<file path="config.mk">
export PLATFORM = sky130hd
export DESIGN_NAME = uart_rx_frame_deserializer
export DESIGN_NICKNAME = d
export VERILOG_FILES = /design/src/rtl/uart_rx_pkg.sv /design/src/rtl/uart_parity_calc.sv /design/src/rtl/uart_rx_frame_deserializer.sv
export SDC_FILE = /design/constraint.sdc
export NUM_CORES = 1
export LEC_CHECK = 0
export ABC_AREA = 1
export CAP_MARGIN = 25
export CORE_MARGIN = 4
export CORE_UTILIZATION = 50
export CTS_BUF_LIST = sky130_fd_sc_hd__clkbuf_8 sky130_fd_sc_hd__clkbuf_16
export DETAILED_ROUTE_END_ITERATION = 10
export GPL_TIMING_DRIVEN = 0
export PLACE_DENSITY = 0.85
export SYNTH_ARGS = -nofsm -noshare
export SYNTH_HDL_FRONTEND = slang
export SYNTH_SLANG_ARGS = --single-unit
</file>
<file path="constraint.sdc">
create_clock -name CLK -period 1.39 [get_ports CLK]
set_input_delay 0.278 -clock CLK [delete_from_list [all_inputs] [get_ports CLK]]
set_output_delay 0.278 -clock CLK [all_outputs]
set_load 0.05 [all_outputs]
</file>
<file path="src/rtl/uart_rx_pkg.sv">
// Shared definitions for the UART receive path: frame states, parity
// sense encoding and the supported range of data-word widths.
package uart_rx_pkg;

  typedef enum logic [1:0] {
    IDLE   = 2'b00,
    DATA   = 2'b01,
    PARITY = 2'b10,
    STOP   = 2'b11
  } rx_state_t;

  localparam logic PAR_EVEN = 1'b0;
  localparam logic PAR_ODD  = 1'b1;

  localparam int DATA_WIDTH_MIN = 5;
  localparam int DATA_WIDTH_MAX = 9;

endpackage

</file>
<file path="src/rtl/uart_parity_calc.sv">
// Combinational parity generator. Produces the parity bit that should
// accompany i_data for the requested parity sense (0 = even, 1 = odd),
// so the same block serves both the receive checker and a transmitter.
module uart_parity_calc #(
  parameter int WIDTH = 8
) (
  input  logic [WIDTH-1:0] i_data,
  input  logic             i_par_typ,
  output logic             o_par_bit
);

  assign o_par_bit = (^i_data) ^ i_par_typ;

endmodule

</file>
<file path="src/rtl/uart_rx_frame_deserializer.sv">
// UART receive frame deserializer. After the start checker accepts a
// start bit, this block counts the mid-bit strobes itself, assembles the
// data word, checks the optional parity bit and the stop bit, and then
// presents the word with a one-cycle valid pulse and error flags.
module uart_rx_frame_deserializer #(
  parameter int DATA_WIDTH = 8,
  parameter int MSB_FIRST  = 0
) (
  input  logic                  CLK,
  input  logic                  RST,
  input  logic                  start_det,
  input  logic                  bit_strobe,
  input  logic                  sampled_data,
  input  logic                  par_en,
  input  logic                  par_typ,
  output logic [DATA_WIDTH-1:0] p_data,
  output logic                  data_valid,
  output logic                  par_err,
  output logic                  stp_err,
  output logic                  busy
);

  import uart_rx_pkg::*;

  // One extra count value so the counter can represent DATA_WIDTH
  // without wrapping inside a frame.
  localparam int                CNT_W    = $clog2(DATA_WIDTH + 1);
  localparam logic [CNT_W-1:0]  LAST_IDX = CNT_W'(DATA_WIDTH - 1);
  localparam logic [DATA_WIDTH-1:0] ONE_HOT0 = {{(DATA_WIDTH-1){1'b0}}, 1'b1};

  rx_state_t             r_state;
  logic [CNT_W-1:0]      r_cnt;
  logic [DATA_WIDTH-1:0] r_shift;
  logic                  r_par_en;
  logic                  r_par_typ;
  logic                  r_perr;
  logic                  r_serr;
  logic                  r_done;
  logic [DATA_WIDTH-1:0] r_p_data;
  logic                  r_data_valid;
  logic                  r_par_err;
  logic                  r_stp_err;
  logic                  r_busy;

  logic [CNT_W-1:0]      w_bit_idx;
  logic [DATA_WIDTH-1:0] w_bit_mask;
  logic [DATA_WIDTH-1:0] w_shift_next;
  logic                  w_par_exp;

  // The bit position written by the current strobe depends on bit order;
  // a one-hot mask avoids an index wider than the word it selects into.
  assign w_bit_idx    = (MSB_FIRST != 0) ? (LAST_IDX - r_cnt) : r_cnt;
  assign w_bit_mask   = ONE_HOT0 << w_bit_idx;
  assign w_shift_next = sampled_data ? (r_shift | w_bit_mask)
                                     : (r_shift & ~w_bit_mask);

  uart_parity_calc #(
    .WIDTH (DATA_WIDTH)
  ) u_parity_calc (
    .i_data    (r_shift),
    .i_par_typ (r_par_typ),
    .o_par_bit (w_par_exp)
  );

  // Frame state machine plus the registered result stage, which publishes
  // the completed frame one clock after the stop-bit strobe.
  always_ff @(posedge CLK or posedge RST) begin
    if (RST) begin
      r_state      <= IDLE;
      r_cnt        <= '0;
      r_shift      <= '0;
      r_par_en     <= 1'b0;
      r_par_typ    <= PAR_EVEN;
      r_perr       <= 1'b0;
      r_serr       <= 1'b0;
      r_done       <= 1'b0;
      r_p_data     <= '0;
      r_data_valid <= 1'b0;
      r_par_err    <= 1'b0;
      r_stp_err    <= 1'b0;
      r_busy       <= 1'b0;
    end else begin
      r_done       <= 1'b0;
      r_data_valid <= r_done;
      if (r_done) begin
        r_p_data  <= r_shift;
        r_par_err <= r_perr;
        r_stp_err <= r_serr;
      end

      case (r_state)
        IDLE: begin
          if (start_det) begin
            r_state   <= DATA;
            r_cnt     <= '0;
            r_shift   <= '0;
            r_par_en  <= par_en;
            r_par_typ <= par_typ;
            r_perr    <= 1'b0;
            r_serr    <= 1'b0;
            r_busy    <= 1'b1;
          end
        end

        DATA: begin
          if (bit_strobe) begin
            r_shift <= w_shift_next;
            r_cnt   <= r_cnt + 1'b1;
            if (r_cnt == LAST_IDX) begin
              r_state <= r_par_en ? PARITY : STOP;
            end
          end
        end

        PARITY: begin
          if (bit_strobe) begin
            r_perr  <= (sampled_data != w_par_exp);
            r_state <= STOP;
          end
        end

        STOP: begin
          if (bit_strobe) begin
            r_serr  <= ~sampled_data;
            r_done  <= 1'b1;
            r_busy  <= 1'b0;
            r_state <= IDLE;
          end
        end

        default: begin
          r_state <= IDLE;
          r_busy  <= 1'b0;
        end
      endcase
    end
  end

  assign p_data     = r_p_data;
  assign data_valid = r_data_valid;
  assign par_err    = r_par_err;
  assign stp_err    = r_stp_err;
  assign busy       = r_busy;

endmodule

</file>
# Word-level counts from Yosys, hierarchy flattened
# Index checks and enable logic that the tools add are counted.
# W data, S select, Z words.
# totals
ff_bits	31
input_bits	7
out_inout_bits	12
wordCells	64
# classes
add_sub_neg	1
eq_ne	10
shifts	1
mux	24
bitwise	5
reduce_logical	10
# op_table
op	count
$mux W8	3
$pmux W8 S2	1
$mux W2	5
$ne A2 B2 Y1 const B	5
$reduce_and A3 Y1	3
$and A8 B8 Y8	1
$mux W1	8
$mux W4	2
$not A8 Y8	1
$or A8 B8 Y8	1
$pmux W2 S4	1
$pmux W4 S2	1
$reduce_xor A8 Y1	1
$shl A1 B4 Y8 const A	1
$pmux W1 S2	3
$reduce_bool A2 Y1	3
$reduce_and A5 Y1	1
$add A4 B1 Y4 const B	1
$eq A2 B2 Y1 const B	2
$eq A4 B3 Y1 const B	1
$eq A2 B1 Y1 const B	1
$logic_not A2 Y1	1
$reduce_and A2 Y1	1
$ne A1 B1 Y1	1
other kinds (2)	2

# Depth between registers and ports, before layout
# logic_depth
word_depth	6
depth_mapped	11
ltp_nobuf	11

# Cells and area by module
# Synthesis repeated with hierarchy kept, for this count alone.
# hier_totals
hier_cells	217
hier_area_um2	1754.2
# modules_own_cells
mod	n_inst	cells_each	area_each_um2	seq_area_each_um2
uart_rx_frame_deserializer	1	179	1590.3	775.7
uart_parity_calc	1	38	163.9	0.0

# Worst setup path before layout
# No wires, ideal clock.
# synth_path
kind	flip-flop to flip-flop
startpoint	reg r_state[1]
endpoint	reg r_shift[0]
setup_time_ns	0.135
arrival_time_ns	1.298
t_required_ns	1.255
setup_slack_ns	-0.043
stages_incl_launch_ff	10
n_path_buf	0
synth_period_minus_slack_ns	1.433
path_cell_list	dfrtp_1 inv_1 ha_1 nand2_1 nand2_1 inv_2 nand2_2 inv_1 o311ai_0 o21ai_2
# synth_via
elab_chain_cells	3
word_cells_on_any_way	7
classes_between	eq/ne: 3; mux: 1; reduce/logical: 3
# synth_rtl
element	line_no	rtl
from (decl)	uart_rx_frame_deserializer.sv:31	rx_state_t r_state;
from (signal assigned)	uart_rx_frame_deserializer.sv:110	r_state <= r_par_en ? PARITY : STOP;
$eq A2 B1 Y1 / $logic_not A2 Y1 (equally long branches)	uart_rx_frame_deserializer.sv:91	case (r_state)
$ne A2 B2 Y1 (no source line) / $reduce_bool A2 Y1 (equally long branches)	-	
$reduce_and A3 Y1 (no source line)	-	
to (signal assigned)	uart_rx_frame_deserializer.sv:107	r_shift <= w_shift_next;
to (decl)	uart_rx_frame_deserializer.sv:33	logic [DATA_WIDTH-1:0] r_shift;
# Parallel ways exist; a longest one is shown, timed or not.
# A chain may end at the register's enable or synchronous reset.

# Worst setup path after layout
# layout_path
startpoint	in bit_strobe
endpoint	reg r_shift[6]
# layout_via
elab_chain_cells	2
# layout_rtl
element	line_no	rtl
from (decl)	uart_rx_frame_deserializer.sv:12	input logic bit_strobe,
$ne A2 B2 Y1 (no source line)	-	
$reduce_and A3 Y1 (no source line)	-	
# Every way passes these cells.

==> metrics.yaml <==
status: "finished with violations"
violations: "setup timing"
cts_num_sinks: 31
syn_inst: 201
die_h_um: 66.06
final_cell_area_um2: 2291
highest-signal-layer: "met4"
power_density_nw_per_um2: 2551
rows: 20
clkPwrFrac_pct: 12.2
grt_pass1_wl_mm: 6.741
antenna_cells: 0
htree_levels: 2
vias_per_cell: 5.637
gp_congestion: 0.7652
path_max_fanout: 6
grt_start_max_net_pins: 18
slew_violations: 0
netlist_area_um2: 1685
grt_setup_unrepaired: "yes"
yosys.area_share.xor_xnor_pct: 1.039
worst_slack_ns: -0.03878
wl_met3_um: 351
internal-power_mw: 3.014
vias: 1584
mostFrequentLayoutCell: "dfrtp_1"
synthMuxAreaShare_pct: 1.336
place_ws_ns: -0.1939
drcViolationCount: 0
cp.required_ns: 1.60
synth_top_family_by_area: "compound AO/OA/AOI/OAI gates"
cp.arrival_ns: 1.64
first_iter_violations: 188
gr-total-overflow: 0
wl_mm: 4.512
rr_endpoint: "r_shift[6]"
rr_startpoint: "r_state[0]"
ys_seq_elements: 31
fin_nets: 254
fin_crit_sh_pct: 102.8
wirelength_met1_mm: 1.627
cts-root-buf: "clkbuf_8"
synth_simple_gate_area_share_pct: 16.04
worst_setup_path_start_kind: "input pin"
hold_class: "input pin to asynchronous set/reset pin"
p_seq_share_pct: 27.0
p_sw_share_pct: 48.44
fillers: 198
dp_hpwl_mm: 2.608
ioPinCount: 19
setup_viol: 11
drt_pass1_iterations: 4
synth-compound-area-share_pct: 19.30
drive_above_1_share_pct: 32.49
io_buffers: 18
die_w_um: 66.06
start_util_pct: 53.88
r2r_setup_slack_ns: -0.03
antenna_found_initial: 0
p_leak_nw: 1.111
final_cell_mix: "dfrtp_1 (28), nand2_1 (27), inv_1 (25)"
worst_pin_slew_ns: 0.6447
whs_ns: 0.3778
area_growth_pct: 35.93
wl_met2_mm: 2.319
worstSetupPathType: "input pin to flip-flop"
yosysWarnings: 0
synth_fa_ha_area_share_pct: 7.424
placed_cell_area_um2: 1973
max_cap_viol_count: 0
reg2reg_depth: 9
cts_buffer_depth: 2
track_usage_pct: 20.84
ys_types: 22
die_area_um2: 4364
clkTransAtPathRegs_ns: 0.07
critPathCaptureType: "flip-flop"
finalHoldViolations: 0
coreArea_um2: 3128
synth-seq-area-share_pct: 46.03
grt_pass1_vias: 1479
synthesis.nets: 218
layout_min_cycle_time_ns: 1.429
detail_route.wl_per_cell_um: 16.06
skew_ns: 0.01048
syn_avg_cell_area_um2: 8.385
clk_latency_ns: 0.29
cts_buffers: 5
slew_headroom_pct: 56.97
vdd_drop_max_uv: 942.0
fmax_mhz: 699.9
setup_tns_ns: -0.1260
combPwrFrac_pct: 60.8
power.switching_mw: 2.831
drtAntennaViolNets: 0
cts_tree: "yes"
timing repair:
action,4_1_cts,5_1_grt
setup endpoints to repair,26,18
gates cloned,1,0
gates resized for setup,49,32
hold buffers,0,0
endpoints found under the hold margin,0,0
pin swaps,2,4
buffers inserted,6,3
worst max-delay path: stages:
cell,delay (ns)
clkdlybuf4s50_1,0.54
inv_1,0.12
nand2_2,0.09
nand2_4,0.06
inv_4,0.09
nand2_4,0.08
a21oi_1,0.16
o21ai_0,0.13
o21ai_2,0.08
cell usage after synthesis:
master / number / area, um2
o21ai_2: 11 / 96.34
nand2_1: 33 / 123.9
inv_1: 32 / 120.1
o22ai_1: 1 / 6.260
nand3_1: 7 / 35.03
a21oi_1: 19 / 95.09
nand4_1: 2 / 12.51
dfrtp_1: 31 / 775.7
mux2_2: 2 / 22.52
o31ai_1: 2 / 15.01
xnor2_1: 1 / 8.760
o211ai_1: 1 / 7.510
buf_6: 1 / 11.26
ha_1: 10 / 125.1
o311ai_0: 4 / 35.03
o21ai_0: 14 / 70.07
inv_2: 2 / 7.510
nor3_1: 2 / 10.01
nor2_1: 22 / 82.58
buf_2: 2 / 10.01
xor2_1: 1 / 8.760
nand2_2: 1 / 6.260
routing by layer:
metal  global-route usage (%)  up-vias
met1                    23.56      745
li1                         -      727
met2                    34.92       85
met4                    12.18        0
met3                    5.782       27
met5                        0        -
registers in the layout, summed over array words and instances (netlist names), 2 cells and up:
name and flops:
p_data 8, r_cnt 4, r_shift 8, r_state 2
power by group through the flow:
stage          Sequential, mW  Combinational, mW  Clock (mW)
2_1_floorplan            2.06               1.52           0
3_3_place_gp             1.51               2.68           0
3_5_place_dp             1.54               2.78           0
4_1_cts                  1.53               3.21       0.710
5_1_grt                  1.62               3.85       0.763
6_report                 1.58               3.55       0.714
stage by stage:
stage	utilization, %	cells	power, mW
6_report	73.24	281	5.845
5_1_grt	73.24	281	6.234
4_1_cts	70.56	278	5.456
3_5_place_dp	63.08	264	4.321
3_3_place_gp	62.20	263	4.189
2_1_floorplan	-	201	3.581
kinds of logic (layout without fill, tap and decap cells):
kind of cell	after synthesis	in the layout
and+or+nand+nor	67	67
AOI/OAI and AO/OA	52	52
buffers and inverters	37	73
DFF	31	31
adders and majority gates	10	10
xor gates and xnor gates	2	2
muxes	2	2
worst max path at each step:
stage	from	cells after the start	to	slack (ns)
after floorplan	r_state[0]	9	r_shift[0]	0.04
final	bit_strobe	9	r_shift[6]	-0.04
after CTS	r_state[0]	9	r_cnt[3]	-0.003
after global placement	RST	2	r_cnt[1]	-0.28
after global routing	r_cnt[0]	6	r_state[0]	-0.11
after detailed placement	bit_strobe	9	r_shift[1]	-0.19
final cells by class:
cell class / instances / area, um2 / area share (%)
plain buffers: 3 / 25.02 / 1.092
clock buffers: 6 / 82.58 / 3.605
clock inverters: 1 / 5.005 / 0.2185
inverters: 34 / 137.6 / 6.008
multi-input cells: 133 / 867.1 / 37.85
flip-flops and latches: 31 / 779.5 / 34.03
well taps: 44 / 55.05 / 2.403
repair buffers: 29 / 339.1 / 14.80
(Power assumes the default switching activity.)
